--- src/rtl/fb_rect_fill_if.sv ---
// Request and pixel-RAM write bundle for the rectangle filler.
// master drives the request and wr_ready; slave is the filler itself.
interface fb_rect_fill_if;
   logic        start;
   logic [9:0]  x0;
   logic [9:0]  y0;
   logic [9:0]  w;
   logic [9:0]  h;
   logic [11:0] color;
   logic        wr_ready;
   logic        wr_en;
   logic [9:0]  wr_row;
   logic [9:0]  wr_col;
   logic [11:0] wr_data;
   logic        busy;
   logic        done;

   modport master (
      output start, x0, y0, w, h, color, wr_ready,
      input  wr_en, wr_row, wr_col, wr_data, busy, done
   );

   modport slave (
      input  start, x0, y0, w, h, color, wr_ready,
      output wr_en, wr_row, wr_col, wr_data, busy, done
   );
endinterface

--- src/rtl/fb_rect_fill.sv ---
// Fills a screen-clipped rectangle in pixel RAM, one row-major write per accepted cycle.
// Every output is a register, so the first write appears the cycle after start is seen.
module fb_rect_fill #(
   parameter int H_RES = 640,
   parameter int V_RES = 480
) (
   input logic          clk,
   input logic          rst,
   fb_rect_fill_if.slave bus_io
);

   typedef enum logic [1:0] {IDLE, FILL, DONE} state_e;

   localparam logic [10:0] HRes = 11'(H_RES);
   localparam logic [10:0] VRes = 11'(V_RES);

   state_e      state_q, state_d;
   logic [9:0]  x0_q, x0_d;
   logic [9:0]  xEnd_q, xEnd_d;
   logic [9:0]  yEnd_q, yEnd_d;
   logic [9:0]  row_q, row_d;
   logic [9:0]  col_q, col_d;
   logic [11:0] data_q, data_d;
   logic        wrEn_q, wrEn_d;
   logic        busy_q, busy_d;
   logic        done_q, done_d;

   logic [10:0] xSum, ySum;
   logic [10:0] xLim, yLim;
   logic [9:0]  xEndNew, yEndNew;
   logic        startValid;
   logic        accept;

   // Last column/row, in 11 bits so x0+w past 1023 still clips correctly.
   always_comb begin
      xSum       = {1'b0, bus_io.x0} + {1'b0, bus_io.w};
      ySum       = {1'b0, bus_io.y0} + {1'b0, bus_io.h};
      xLim       = (xSum > HRes) ? HRes : xSum;
      yLim       = (ySum > VRes) ? VRes : ySum;
      xEndNew    = 10'(xLim - 11'd1);
      yEndNew    = 10'(yLim - 11'd1);
      startValid = (bus_io.w != 10'd0) && (bus_io.h != 10'd0) &&
                   ({1'b0, bus_io.x0} < HRes) && ({1'b0, bus_io.y0} < VRes);
      accept     = wrEn_q && bus_io.wr_ready;
   end

   always_ff @(posedge clk) begin
      if (rst) begin
         state_q <= IDLE;
         x0_q    <= '0;
         xEnd_q  <= '0;
         yEnd_q  <= '0;
         row_q   <= '0;
         col_q   <= '0;
         data_q  <= '0;
         wrEn_q  <= 1'b0;
         busy_q  <= 1'b0;
         done_q  <= 1'b0;
      end else begin
         state_q <= state_d;
         x0_q    <= x0_d;
         xEnd_q  <= xEnd_d;
         yEnd_q  <= yEnd_d;
         row_q   <= row_d;
         col_q   <= col_d;
         data_q  <= data_d;
         wrEn_q  <= wrEn_d;
         busy_q  <= busy_d;
         done_q  <= done_d;
      end
   end

   // Without an accept everything holds, which keeps a stalled write stable.
   always_comb begin
      state_d = state_q;
      x0_d    = x0_q;
      xEnd_d  = xEnd_q;
      yEnd_d  = yEnd_q;
      row_d   = row_q;
      col_d   = col_q;
      data_d  = data_q;
      wrEn_d  = wrEn_q;
      busy_d  = busy_q;
      done_d  = 1'b0;

      case (state_q)
         IDLE: begin
            wrEn_d = 1'b0;
            busy_d = 1'b0;
            if (bus_io.start) begin
               if (startValid) begin
                  state_d = FILL;
                  x0_d    = bus_io.x0;
                  xEnd_d  = xEndNew;
                  yEnd_d  = yEndNew;
                  row_d   = bus_io.y0;
                  col_d   = bus_io.x0;
                  data_d  = bus_io.color;
                  wrEn_d  = 1'b1;
                  busy_d  = 1'b1;
               end else begin
                  state_d = DONE;
                  done_d  = 1'b1;
               end
            end
         end

         FILL: begin
            if (accept) begin
               if (col_q == xEnd_q) begin
                  if (row_q == yEnd_q) begin
                     state_d = DONE;
                     wrEn_d  = 1'b0;
                     busy_d  = 1'b0;
                     done_d  = 1'b1;
                  end else begin
                     col_d = x0_q;
                     row_d = row_q + 10'd1;
                  end
               end else begin
                  col_d = col_q + 10'd1;
               end
            end
         end

         DONE: begin
            state_d = IDLE;
            wrEn_d  = 1'b0;
            busy_d  = 1'b0;
         end

         default: begin
            state_d = IDLE;
            wrEn_d  = 1'b0;
            busy_d  = 1'b0;
         end
      endcase
   end

   assign bus_io.wr_en   = wrEn_q;
   assign bus_io.wr_row  = row_q;
   assign bus_io.wr_col  = col_q;
   assign bus_io.wr_data = data_q;
   assign bus_io.busy    = busy_q;
   assign bus_io.done    = done_q;

endmodule

--- src/flat_wrapper.sv ---
// flat-port wrapper written by rule: the top's interface ports become plain ports
module fb_rect_fill_flat 
#(
   parameter int H_RES = 640,
   parameter int V_RES = 480
)
  (clk, rst, bus_io_start, bus_io_x0, bus_io_y0, bus_io_w, bus_io_h, bus_io_color, bus_io_wr_ready, bus_io_wr_en, bus_io_wr_row, bus_io_wr_col, bus_io_wr_data, bus_io_busy, bus_io_done);
  fb_rect_fill_if bus_io_i ();
  input logic clk;
  input logic rst;
  input wire logic [$bits(bus_io_i.start)-1:0] bus_io_start;
  input wire logic [$bits(bus_io_i.x0)-1:0] bus_io_x0;
  input wire logic [$bits(bus_io_i.y0)-1:0] bus_io_y0;
  input wire logic [$bits(bus_io_i.w)-1:0] bus_io_w;
  input wire logic [$bits(bus_io_i.h)-1:0] bus_io_h;
  input wire logic [$bits(bus_io_i.color)-1:0] bus_io_color;
  input wire logic [$bits(bus_io_i.wr_ready)-1:0] bus_io_wr_ready;
  output wire logic [$bits(bus_io_i.wr_en)-1:0] bus_io_wr_en;
  output wire logic [$bits(bus_io_i.wr_row)-1:0] bus_io_wr_row;
  output wire logic [$bits(bus_io_i.wr_col)-1:0] bus_io_wr_col;
  output wire logic [$bits(bus_io_i.wr_data)-1:0] bus_io_wr_data;
  output wire logic [$bits(bus_io_i.busy)-1:0] bus_io_busy;
  output wire logic [$bits(bus_io_i.done)-1:0] bus_io_done;
  assign bus_io_i.start = bus_io_start;
  assign bus_io_i.x0 = bus_io_x0;
  assign bus_io_i.y0 = bus_io_y0;
  assign bus_io_i.w = bus_io_w;
  assign bus_io_i.h = bus_io_h;
  assign bus_io_i.color = bus_io_color;
  assign bus_io_i.wr_ready = bus_io_wr_ready;
  assign bus_io_wr_en = bus_io_i.wr_en;
  assign bus_io_wr_row = bus_io_i.wr_row;
  assign bus_io_wr_col = bus_io_i.wr_col;
  assign bus_io_wr_data = bus_io_i.wr_data;
  assign bus_io_busy = bus_io_i.busy;
  assign bus_io_done = bus_io_i.done;
  fb_rect_fill #(.H_RES(H_RES), .V_RES(V_RES)) u_core (.clk(clk), .rst(rst), .bus_io(bus_io_i));
endmodule
--- config.mk ---
export PLATFORM = sky130hd
export DESIGN_NAME = fb_rect_fill_flat
export DESIGN_NICKNAME = d
export VERILOG_FILES = /design/src/rtl/fb_rect_fill_if.sv /design/src/rtl/fb_rect_fill.sv /design/src/flat_wrapper.sv
export SDC_FILE = /design/constraint.sdc
export NUM_CORES = 1
export LEC_CHECK = 0
export ABC_AREA = 1
export CAP_MARGIN = 20
export CORE_MARGIN = 2
export CORE_UTILIZATION = 43
export DETAILED_ROUTE_END_ITERATION = 16
export PLACE_DENSITY = 0.65
export RECOVER_POWER = 50
export SLEW_MARGIN = 20
export SYNTH_ARGS = -nofsm -noshare
export SYNTH_HDL_FRONTEND = slang
export SYNTH_SLANG_ARGS = --single-unit
export TNS_END_PERCENT = 20
--- constraint.sdc ---
create_clock -name clk -period 4.7 [get_ports clk]
set_clock_uncertainty 0.1 [all_clocks]
set_input_delay 0.705 -clock clk [delete_from_list [all_inputs] [get_ports clk]]
set_output_delay 0.705 -clock clk [all_outputs]
set_load 0.005 [all_outputs]
# Word level (Yosys, flattened, before mapping)
# Cells that the tools add are included.
# word_totals
reg_bits,66
latchBits,0
mem_bits_rw,0
mem_bits_ro,0
in_bits,56
out_inout_bits,35
wordCells,74
n_memories,0
# op_classes
add_sub_neg,6
mul,0
div,0
magnitude_cmp,4
n_eq_ne,10
shift,0
n_mux,32
bitwise,0
n_reduce_logical,13
# op_table
op,count
two-way mux 10 bit,12
one-hot mux 10 bit (2 select lines),2
adder 10 x 10 -> 11 bit,2
"adder 10 x 1 -> 10 bit, second input constant",2
equality test 10 bit,2
nonzero test 10 bit,2
"subtractor 10 x 1 -> 10 bit, second input constant",2
"greater-than comparator 11 x 10 -> 1 bit, second input constant",1
"greater-than comparator 11 x 9 -> 1 bit, second input constant",1
"less-than comparator 10 bit, second input constant",1
"less-than comparator 10 x 9 -> 1 bit, second input constant",1
two-way mux 1 bit,10
two-way mux 2 bit,5
"inequality test 2 x 1 -> 1 bit, second input constant",4
AND reduction 3 bit,2
AND reduction 6 bit,1
AND reduction 5 bit,1
logical AND 1 bit,4
"inequality test 2 bit, second input constant",2
one-hot mux 1 bit (2 select lines),2
one-hot mux 2 bit (2 select lines),1
AND reduction 4 bit,1
"inequality test 3 bit, second input constant",1
"equality test 2 x 1 -> 1 bit, second input constant",1
2 further kinds,2

# Logic depth before layout (Yosys ltp)
# Gate-level depths: netlist of run 1.
# depth
depth_word,7
depth_mapped,22
ltp_nobuf,22

# Least setup slack after synthesis of run 1
# No wires, ideal clock.
# synth_path
path_type,input-to-reg
startpoint,input port bus_io_h[0]
endpoint,register u_core.yEnd_q[6]
arrival_time_ps,2909
t_required_ps,4491
setup_slack_ps,1582
cell_stages,20
n_path_buf,0
path_cell_list,ha_1 -> inv_1 -> fa_1 -> inv_1 -> or2_2 -> nor2_1 -> nand3_1 -> nor2_1 -> nor2_2 -> nand4_2 -> nand2_4 -> inv_4 -> nand2_1 -> ha_1 -> nand2_2 -> nor2_4 -> nand3b_1 -> nand3_1 -> nand2_1 -> inv_1
# synth_via
elab_chain_cells,5
word_cells_on_any_way,9
cone_classes,add/sub: 2; order compare: 1; mux: 1; reduce/logical: 5
# synth_rtl
item,line_no,rtl
from (decl),flat_wrapper.sv:15,input wire logic [$bits(bus_io_i.h)-1:0] bus_io_h;
branches (longest 5 deep; another with adder 10 x 10 -> 11 bit),n/a,
to (signal assigned),fb_rect_fill.sv:63,yEnd_q <= yEnd_d;
to (decl),fb_rect_fill.sv:20,"logic [9:0] yEnd_q, yEnd_d;"
# Parallel ways; which one is timed is not known.
# A chain may end at the register's enable or synchronous reset.

# Worst setup path in the final report of run 1
# Same ends and word-level chain as after synthesis.

==> results.md, run 1 <==
- Initial Utilization: 44.3%
- Critical Path End Type: flop
- Most used routing layer: met2
- Worst Path Arrival: 3.60 ns
- Layout Nets: 922
- Clk root buf: clkbuf_16
- I/O Pins: approximately 90
- Core Region: 10900 um2
- Critical path startpoint category: primary input
- Crit path cell chain: clkdlybuf4s50_1, ha_1, inv_1, fa_1, nand3b_1, nand2_1, nand2_1, nand2_1, xor2_1, nand4_2, nand2_4, inv_4, nand2_1, ha_1, nand2_2, nor2_4, nand2_1, nand2_1, nand3_1, nand2_1, inv_1
- Avg Cell Area, Syn: 6.38 um2
- Cells after synthesis: between 700 and 800
- Max incr delay on CP: 0.49 ns
- Die height: 110 um
- First-pass GRT wire length: 21900 um
- Unrepaired setup endpoints after global routing: no
- Final instance area: about 6000 um2
- Final setup vio count: 0
- Min-Delay Path Class: reg2reg
- PortBufs: 90
- Max_cap viols: 0
- Vias in the first global route: roughly 4.9k
- Area after DPL: 5840 um2
- Max-slew headroom: 45.8%
- Max Clk Rate: 288 MHz
- Clock buffer depth: 2
- Min Tclk post-route: 3.47 ns
- Post-CTS setup repair buffer count: 0
- Routability cong.: 0.922
- Clock Latency Late Sink: ~0.33 ns
- Non-Filler Instances: slightly below 1k
- Via density: approximately 5.2
- Syn_nets: approximately 840
- Status: finished, final reports clean
- Switching Share: between 30% and 40%
- Post-synthesis sequential area ratio: between 20 and 30%
- WP buf/inv: 4
- DRT Wirelength: roughly 13000 um
- Initial antenna violation count: 0
- Worst setup path category: in2reg
- Static leakage: approximately 2.9 nW
- CTS tree: done
- DP Wirelength: 10400 um
- Psw: slightly above 0.0006 W
- DIE AREA: 12100 um2
- Actual slew at the worst max-slew pin: roughly 0.81 ns
- Crit-path slowest cell: clkdlybuf4s50_1
- Maximum VDD drop: 344 uV
- Routed length per instance: between 10 and 15 um
- Seq pwr share: 33.5%
- Total track usage: ~23%
- Largest net degree at the start of global routing: 53
- CP delay by family, top: simple AND/OR/NAND/NOR gates
- Met3 usage: 4.29%
- Met1 Use GR: 27.0%
- Post-Route Setup TNS: 0 ns
- Synth Cell Area: 4850 um2
- Antenna-violating nets left: 0
- Antenna diode count: 0
- Post-route clock period utilization: about 74%
- CP Max Fanout: 5
- Met2 GRT Util: 41.5%
- Clock power frac: 36.9%
- Cell repeated most along the worst path: nand2_1
- Placed Cells: 969
- CTS buffer count: 9
- P&R area growth vs syn: 26.7%
- Synth Warn #: 0
- Vias: 5096
- Worst-path clk slew: 0.05 ns
- 1st-pass router iterations: 7
- Initial DRC count: 252
- CP required: 4.83 ns
- Share of layout cells above drive strength 1: 6.64%
- Post-CTS Hold Buffers: 0
- DRC: 0
- # clock sinks: 66
- PwrDens: between 300 and 400 nW/um2
- Post-synth cell types: between 40 and 50
- Row count: 38
- Slew Viols, Final: 0
- Cts repair resizes: 0
- Fin. Hold Viols: 0
- Grt total ovfl: 0
- Post-synthesis register bit count: 66
- Gate power share: between 20 and 30%
- Die width: 110 um
- Pint: about 0.0013 W
- H-Tree Depth: 3
Yosys cell counts (all sizes together):
cell    count  area, um2
nand3      54        280
nor4        4       25.0
a211oi      2       15.0
clkinv      1       3.75
o211ai      5       37.5
nand4       8       56.3
nor3        9       55.1
o221ai      3       26.3
dfxtp      66       1320
clkbuf     17       63.8
inv        91        344
fa          2       40.0
nor3b       1       7.51
ha         24        300
o21bai      2       15.0
buf         7       52.5
nor2      114        450
or2        10       65.1
o21a        1       7.51
o21ai      81        424
a21oi      51        278
a31oi      11       68.8
xnor2      11       96.3
or3         1       6.26
nand2     165        654
xor2       13        114
nand3b      5       37.5
final cells by class:
class | count | area [um2]
Multi-Input combinational cell | 577 | 3060
Inverter | 92 | 348
Timing Repair Buffer | 94 | 931
Clock buffer | 11 | 243
Fill cell | 1097 | 4790
Sequential cell | 66 | 1320
Tap cell | 140 | 175
Clock inverter | 3 | 65.1
metal layers:
metal / vias to the layer above / part of all wire [%]
met5: - / 0
met3: 20 / 5.6
met1: 2287 / 44
li1: 2648 / -
met4: 0 / 2.3
met2: 141 / 48
registers in the layout, summed over array words and instances, names as in the netlist:
register	count
u_core.bus_io.done	1
u_core.bus_io.busy	1
u_core.state_q	2
u_core.x0_q	10
u_core.yEnd_q	10
u_core.xEnd_q	10
u_core.bus_io.wr_row	10
u_core.bus_io.wr_col	10
u_core.bus_io.wr_data	12
cell families after synthesis:
group | synth area share (%)
and+or+nand+nor | 33.8
AOI/OAI and AO/OA | 18.0
buffers and inverters | 9.58
DFF | 27.3
adders and majority gates | 7.02
xor gates and xnor gates | 4.34
worst min-delay path, delay by kind of cell, from the launching register on:
family	cells	cell delay (ns)
flops	1	0.31
compound gates	1	0.08
simple gates	1	0.08
cells in the final DEF (no fill, tap or decap), types with 2 or more instances in the layout:
cell             netlist  routed
or2_1                  3       3
dlygate4sd3_1          0      36
nand3_2                2       2
nand3_1               52      52
clkdlybuf4s50_1        0      54
inv_2                  3       3
nor3_1                 7       7
nor2_4                 2       2
nor3_2                 2       2
o21ai_0               73      73
xor2_1                13      13
a21oi_1               47      47
nand2_2               11      10
o221ai_1               3       3
nand3b_1               5       5
nor2_2                 3       3
ha_1                  24      24
dfxtp_1               66      66
o21ai_1                5       5
a211oi_1               2       2
buf_4                  2       4
or2_2                  6       6
inv_1                 87      87
nand2_1              153     154
fa_1                   2       2
nor4_1                 4       4
bufinv_16              0       2
a31oi_1               11      11
o21bai_1               2       2
clkbuf_16              0       9
o21ai_2                2       2
nor2_1               109     109
nand4_1                7       7
a21oi_2                3       3
o211ai_1               5       5
xnor2_1               11      11
path summary, 6_finish.rpt:
path                                    startpoint                               endpoint  slack [ns]  cells past startpoint
min reg2reg  u_core.bus_io.wr_data[3]$_SDFFE_PP0P_  u_core.bus_io.wr_data[3]$_SDFFE_PP0P_        0.40                      2
max reg2reg   u_core.bus_io.wr_col[2]$_SDFFE_PP0P_   u_core.bus_io.wr_row[6]$_SDFFE_PP0P_        2.10                     13
min          u_core.bus_io.wr_data[3]$_SDFFE_PP0P_  u_core.bus_io.wr_data[3]$_SDFFE_PP0P_        0.40                      2
max                                    bus_io_h[0]          u_core.yEnd_q[6]$_SDFFE_PP0P_        1.23                     21
per-stage QoR:
step	util [%]	hold WS (ns)	power, W	setup slack (ns)
finish	56.2	0.404	0.00191	1.23
global route	56.2	0.438	0.00203	0.922
CTS	56.2	0.410	0.00194	1.23
detailed placement	53.4	0.393	0.00123	0.881
global placement	53.4	0.391	0.00122	0.941
floorplan	-	0.372	0.00104	1.58
power groups by stage:
stage	Clock, W	Combinational [W]	Sequential [W]
finish	0.000705	0.000567	0.000642
global route	0.000741	0.000643	0.000648
CTS	0.000717	0.000578	0.000643
detailed placement	0	0.000575	0.000654
global placement	0	0.000568	0.000653
floorplan	0	0.000392	0.000645
No activity file was read; power rests on OpenSTA's default activity.
==> run 2, diff against run 1 <==
- clock period: 4.7 -> 3.4 ns (I/O delays scaled with it)
==> run 2 against run 1 <==
  * Sequential share of layout area is 0.83 points lower
  * Power is 37% higher
  * Sequential cell count unchanged
  * Sequential power rose by 38%
  * Worst setup slack got worse by 1.0 ns
  * Routed wire length up 4.8%
  * Largest power group is now registers
  * Critical path type unchanged
  * Via count rose by 4.9%
  * Clock power is 23% higher
  * Critical path depth unchanged
==> results.md, run 2 (synthesized netlist as in run 1, its figures left out) <==
- Status: finished, final reports clean (unchanged)
- Actual slew at the worst max-slew pin: 0.838 ns (was 0.812 ns)
- Max Clk Rate: 314 MHz
- Final instance area: 6390 um2 (was 6140 um2)
- Antenna diode count: 0 (unchanged)
- Antenna-violating nets left: 0 (unchanged)
- DRT Wirelength: 14100 um (was 13500 um)
- Maximum VDD drop: 305 uV (was 344 uV)
- Clock power frac: 33.0% (was 36.9%)
- Total track usage: 23.8% (was 23.0%)
- Min-Delay Path Class: reg2reg (unchanged)
- Pre-CTS setup slack: -0.124 ns (was 0.881 ns)
- Vias in the first global route: 5001 (was 4854)
- Gate power share: 33.0% (was 29.6%)
- Worst-path clk slew: 0.05 ns (about the same)
- CTS buffer count: 9 (unchanged)
- Slew Viols, Final: 0 (unchanged)
- Clock Latency Late Sink: 0.33 ns (about the same)
- Post-CTS setup repair buffer count: 0 (unchanged)
- Switching Share: 33.0% (was 31.8%)
- CTS tree: done (unchanged)
- DP Wirelength: 10900 um (was 10400 um)
- Max incr delay on CP: 0.49 ns (about the same)
- Max-slew headroom: 44.1% (was 45.8%)
- Area after DPL: 6110 um2 (was 5840 um2)
- Grt total ovfl: 0 (unchanged)
- Clock buffer depth: 2 (unchanged)
- Pint: 0.00175 W (was 0.00131 W)
- Worst setup margin: 0.211 ns (was 1.23 ns)
- Worst Path Arrival: 3.32 ns (was 3.60 ns)
- CP Max Fanout: 5 (unchanged)
- Post-route clock period utilization: a little over nine tenths
- Final setup vio count: 0 (unchanged)
- P&R area growth vs syn: 31.8% (was 26.7%)
- Psw: 0.000863 W (was 0.000608 W)
- Fin. Hold Viols: 0 (unchanged)
- PortBufs: 90 (unchanged)
- CP required: 3.53 ns (was 4.83 ns)
- Seq pwr share: 34.0% (was 33.5%)
- Share of layout cells above drive strength 1: 10.7% (was 6.64%)
- Clk root buf: clkbuf_16 (unchanged)
- DRC: 0 (unchanged)
- DIE AREA: 12100 um2 (unchanged)
- Die height: 110 um (unchanged)
- Initial Utilization: 44.3% (unchanged)
- 1st-pass router iterations: 6 (was 7)
- Initial DRC count: 336 (was 252)
- Row count: 38 (unchanged)
- Routed length per instance: 13.9 um (was 13.7 um)
- Vias: 5345 (was 5096)
- I/O Pins: 91 (unchanged)
- Max reg flops: 12 (unchanged)
- Largest net degree at the start of global routing: 28 (was 53)
- Max_cap viols: 0 (unchanged)
- H-Tree Depth: 3 (unchanged)
- Unrepaired setup endpoints after global routing: no (unchanged)
- Crit path cell chain: clkdlybuf4s50_1, ha_1, inv_1, fa_1, inv_1, or2_2, nor2_2, nand3_1, nor2_1, nor2_2, nand4_2, nand2_4, inv_4, nand2_1, ha_1, nand2_2, nor2_4, nand3b_1, nand3_1, nand2_1, inv_1 (was clkdlybuf4s50_1, ha_1, inv_1, fa_1, nand3b_1, nand2_1, nand2_1, nand2_1, xor2_1, nand4_2, nand2_4, inv_4, nand2_1, ha_1, nand2_2, nor2_4, nand2_1, nand2_1, nand3_1, nand2_1, inv_1)
- Static leakage: 3.02 nW (was 2.87 nW)
- PwrDens: 410 nW/um2 (was 312 nW/um2)
- Post-Route Setup TNS: 0 ns (unchanged)
- Final Util: 58.4% (was 56.2%)
- Critical Path End Type: flop (unchanged)
- Overall Power: 0.00262 W (was 0.00191 W)
- Min Tclk post-route: between 3 and 4 ns
- Core Region: 10900 um2 (unchanged)
- Worst setup path category: in2reg (unchanged)
- Layout Nets: 958 (was 922)
- Most frequent cells in the layout: 153 x nand2_1, 108 x nor2_1, 87 x inv_1, 73 x o21ai_0, 66 x dfxtp_1 (was 154 x nand2_1, 109 x nor2_1, 87 x inv_1, 73 x o21ai_0, 66 x dfxtp_1)
- Cell repeated most along the worst path: inv_1 (was nand2_1)
- Routability cong.: 0.925 (was 0.922)
- Initial antenna violation count: 0 (unchanged)
- Commonest non-fill, non-tap cell in the layout: nand2_1 (unchanged)
- Crit-path slowest cell: clkdlybuf4s50_1 (unchanged)
- Critical path startpoint category: primary input (unchanged)
- Die width: 110 um (unchanged)
- Via density: 5.25 (was 5.18)
- First-pass GRT wire length: 22500 um (was 21900 um)
- # clock sinks: 66 (unchanged)
-- run 2: per-layer routing --
layer	vias up	share of wire [%]	wire [um]	global-route usage (%)
li1	2732	-	-	-
met1	2448	43	6140	28.2
met2	146	49	6970	42.5
met3	19	5.1	719	5.64
met4	0	2.1	299	6.96
met5	-	0	0	0
-- run 2: layout make-up --
type	count	area [um2]
Tap cell	140	175
Fill cell	1079	4550
Sequential cell	66	1320
Inverter	92	348
Clock inverter	2	12.5
Clock buffer	12	267
Timing Repair Buffer	130	1190
Multi-Input combinational cell	577	3070
-- run 2: final timing paths --
kind,from,end,slack [ns],cells after the start
hold / removal,u_core.x0_q[6]$_SDFFE_PP0P_,u_core.x0_q[6]$_SDFFE_PP0P_,0.41,2
setup reg to reg,u_core.state_q[0]$_SDFFE_PP0P_,u_core.bus_io.wr_row[4]$_SDFFE_PP0P_,0.97,7
setup / recovery,bus_io_h[0],u_core.yEnd_q[6]$_SDFFE_PP0P_,0.21,21
hold reg to reg,u_core.x0_q[6]$_SDFFE_PP0P_,u_core.x0_q[6]$_SDFFE_PP0P_,0.41,2
-- run 2: timing repair --
action | 4_1_cts | 5_1_grt
endpoints found under the setup margin | 0 | 2
hold buffers | 0 | 0
gates resized for setup | 0 | 2
-- run 2: critical path: cells and delay by family --
| kind | cells | cell delay [ns] |
|---|---|---|
| fa+ha+maj | 3 | 0.87 |
| buf+inv | 5 | 0.70 |
| simple gates | 13 | 1.25 |
-- run 2: metrics by stage --
step	hold slack [ns]	std cells
floorplan	0.372	759
global placement	0.388	1005
detailed placement	0.396	1005
CTS	0.412	1019
global route	0.442	1019
finish	0.413	1019
-- run 2: power by group through the flow --
stage          Combinational, W  Sequential (W)  Clock (W)
2_1_floorplan          0.000542        0.000892          0
3_3_place_gp           0.000854        0.000902          0
3_5_place_dp           0.000869        0.000904          0
4_1_cts                0.000876        0.000888   0.000881
5_1_grt                0.000966        0.000896   0.000913
6_report               0.000864        0.000888   0.000864
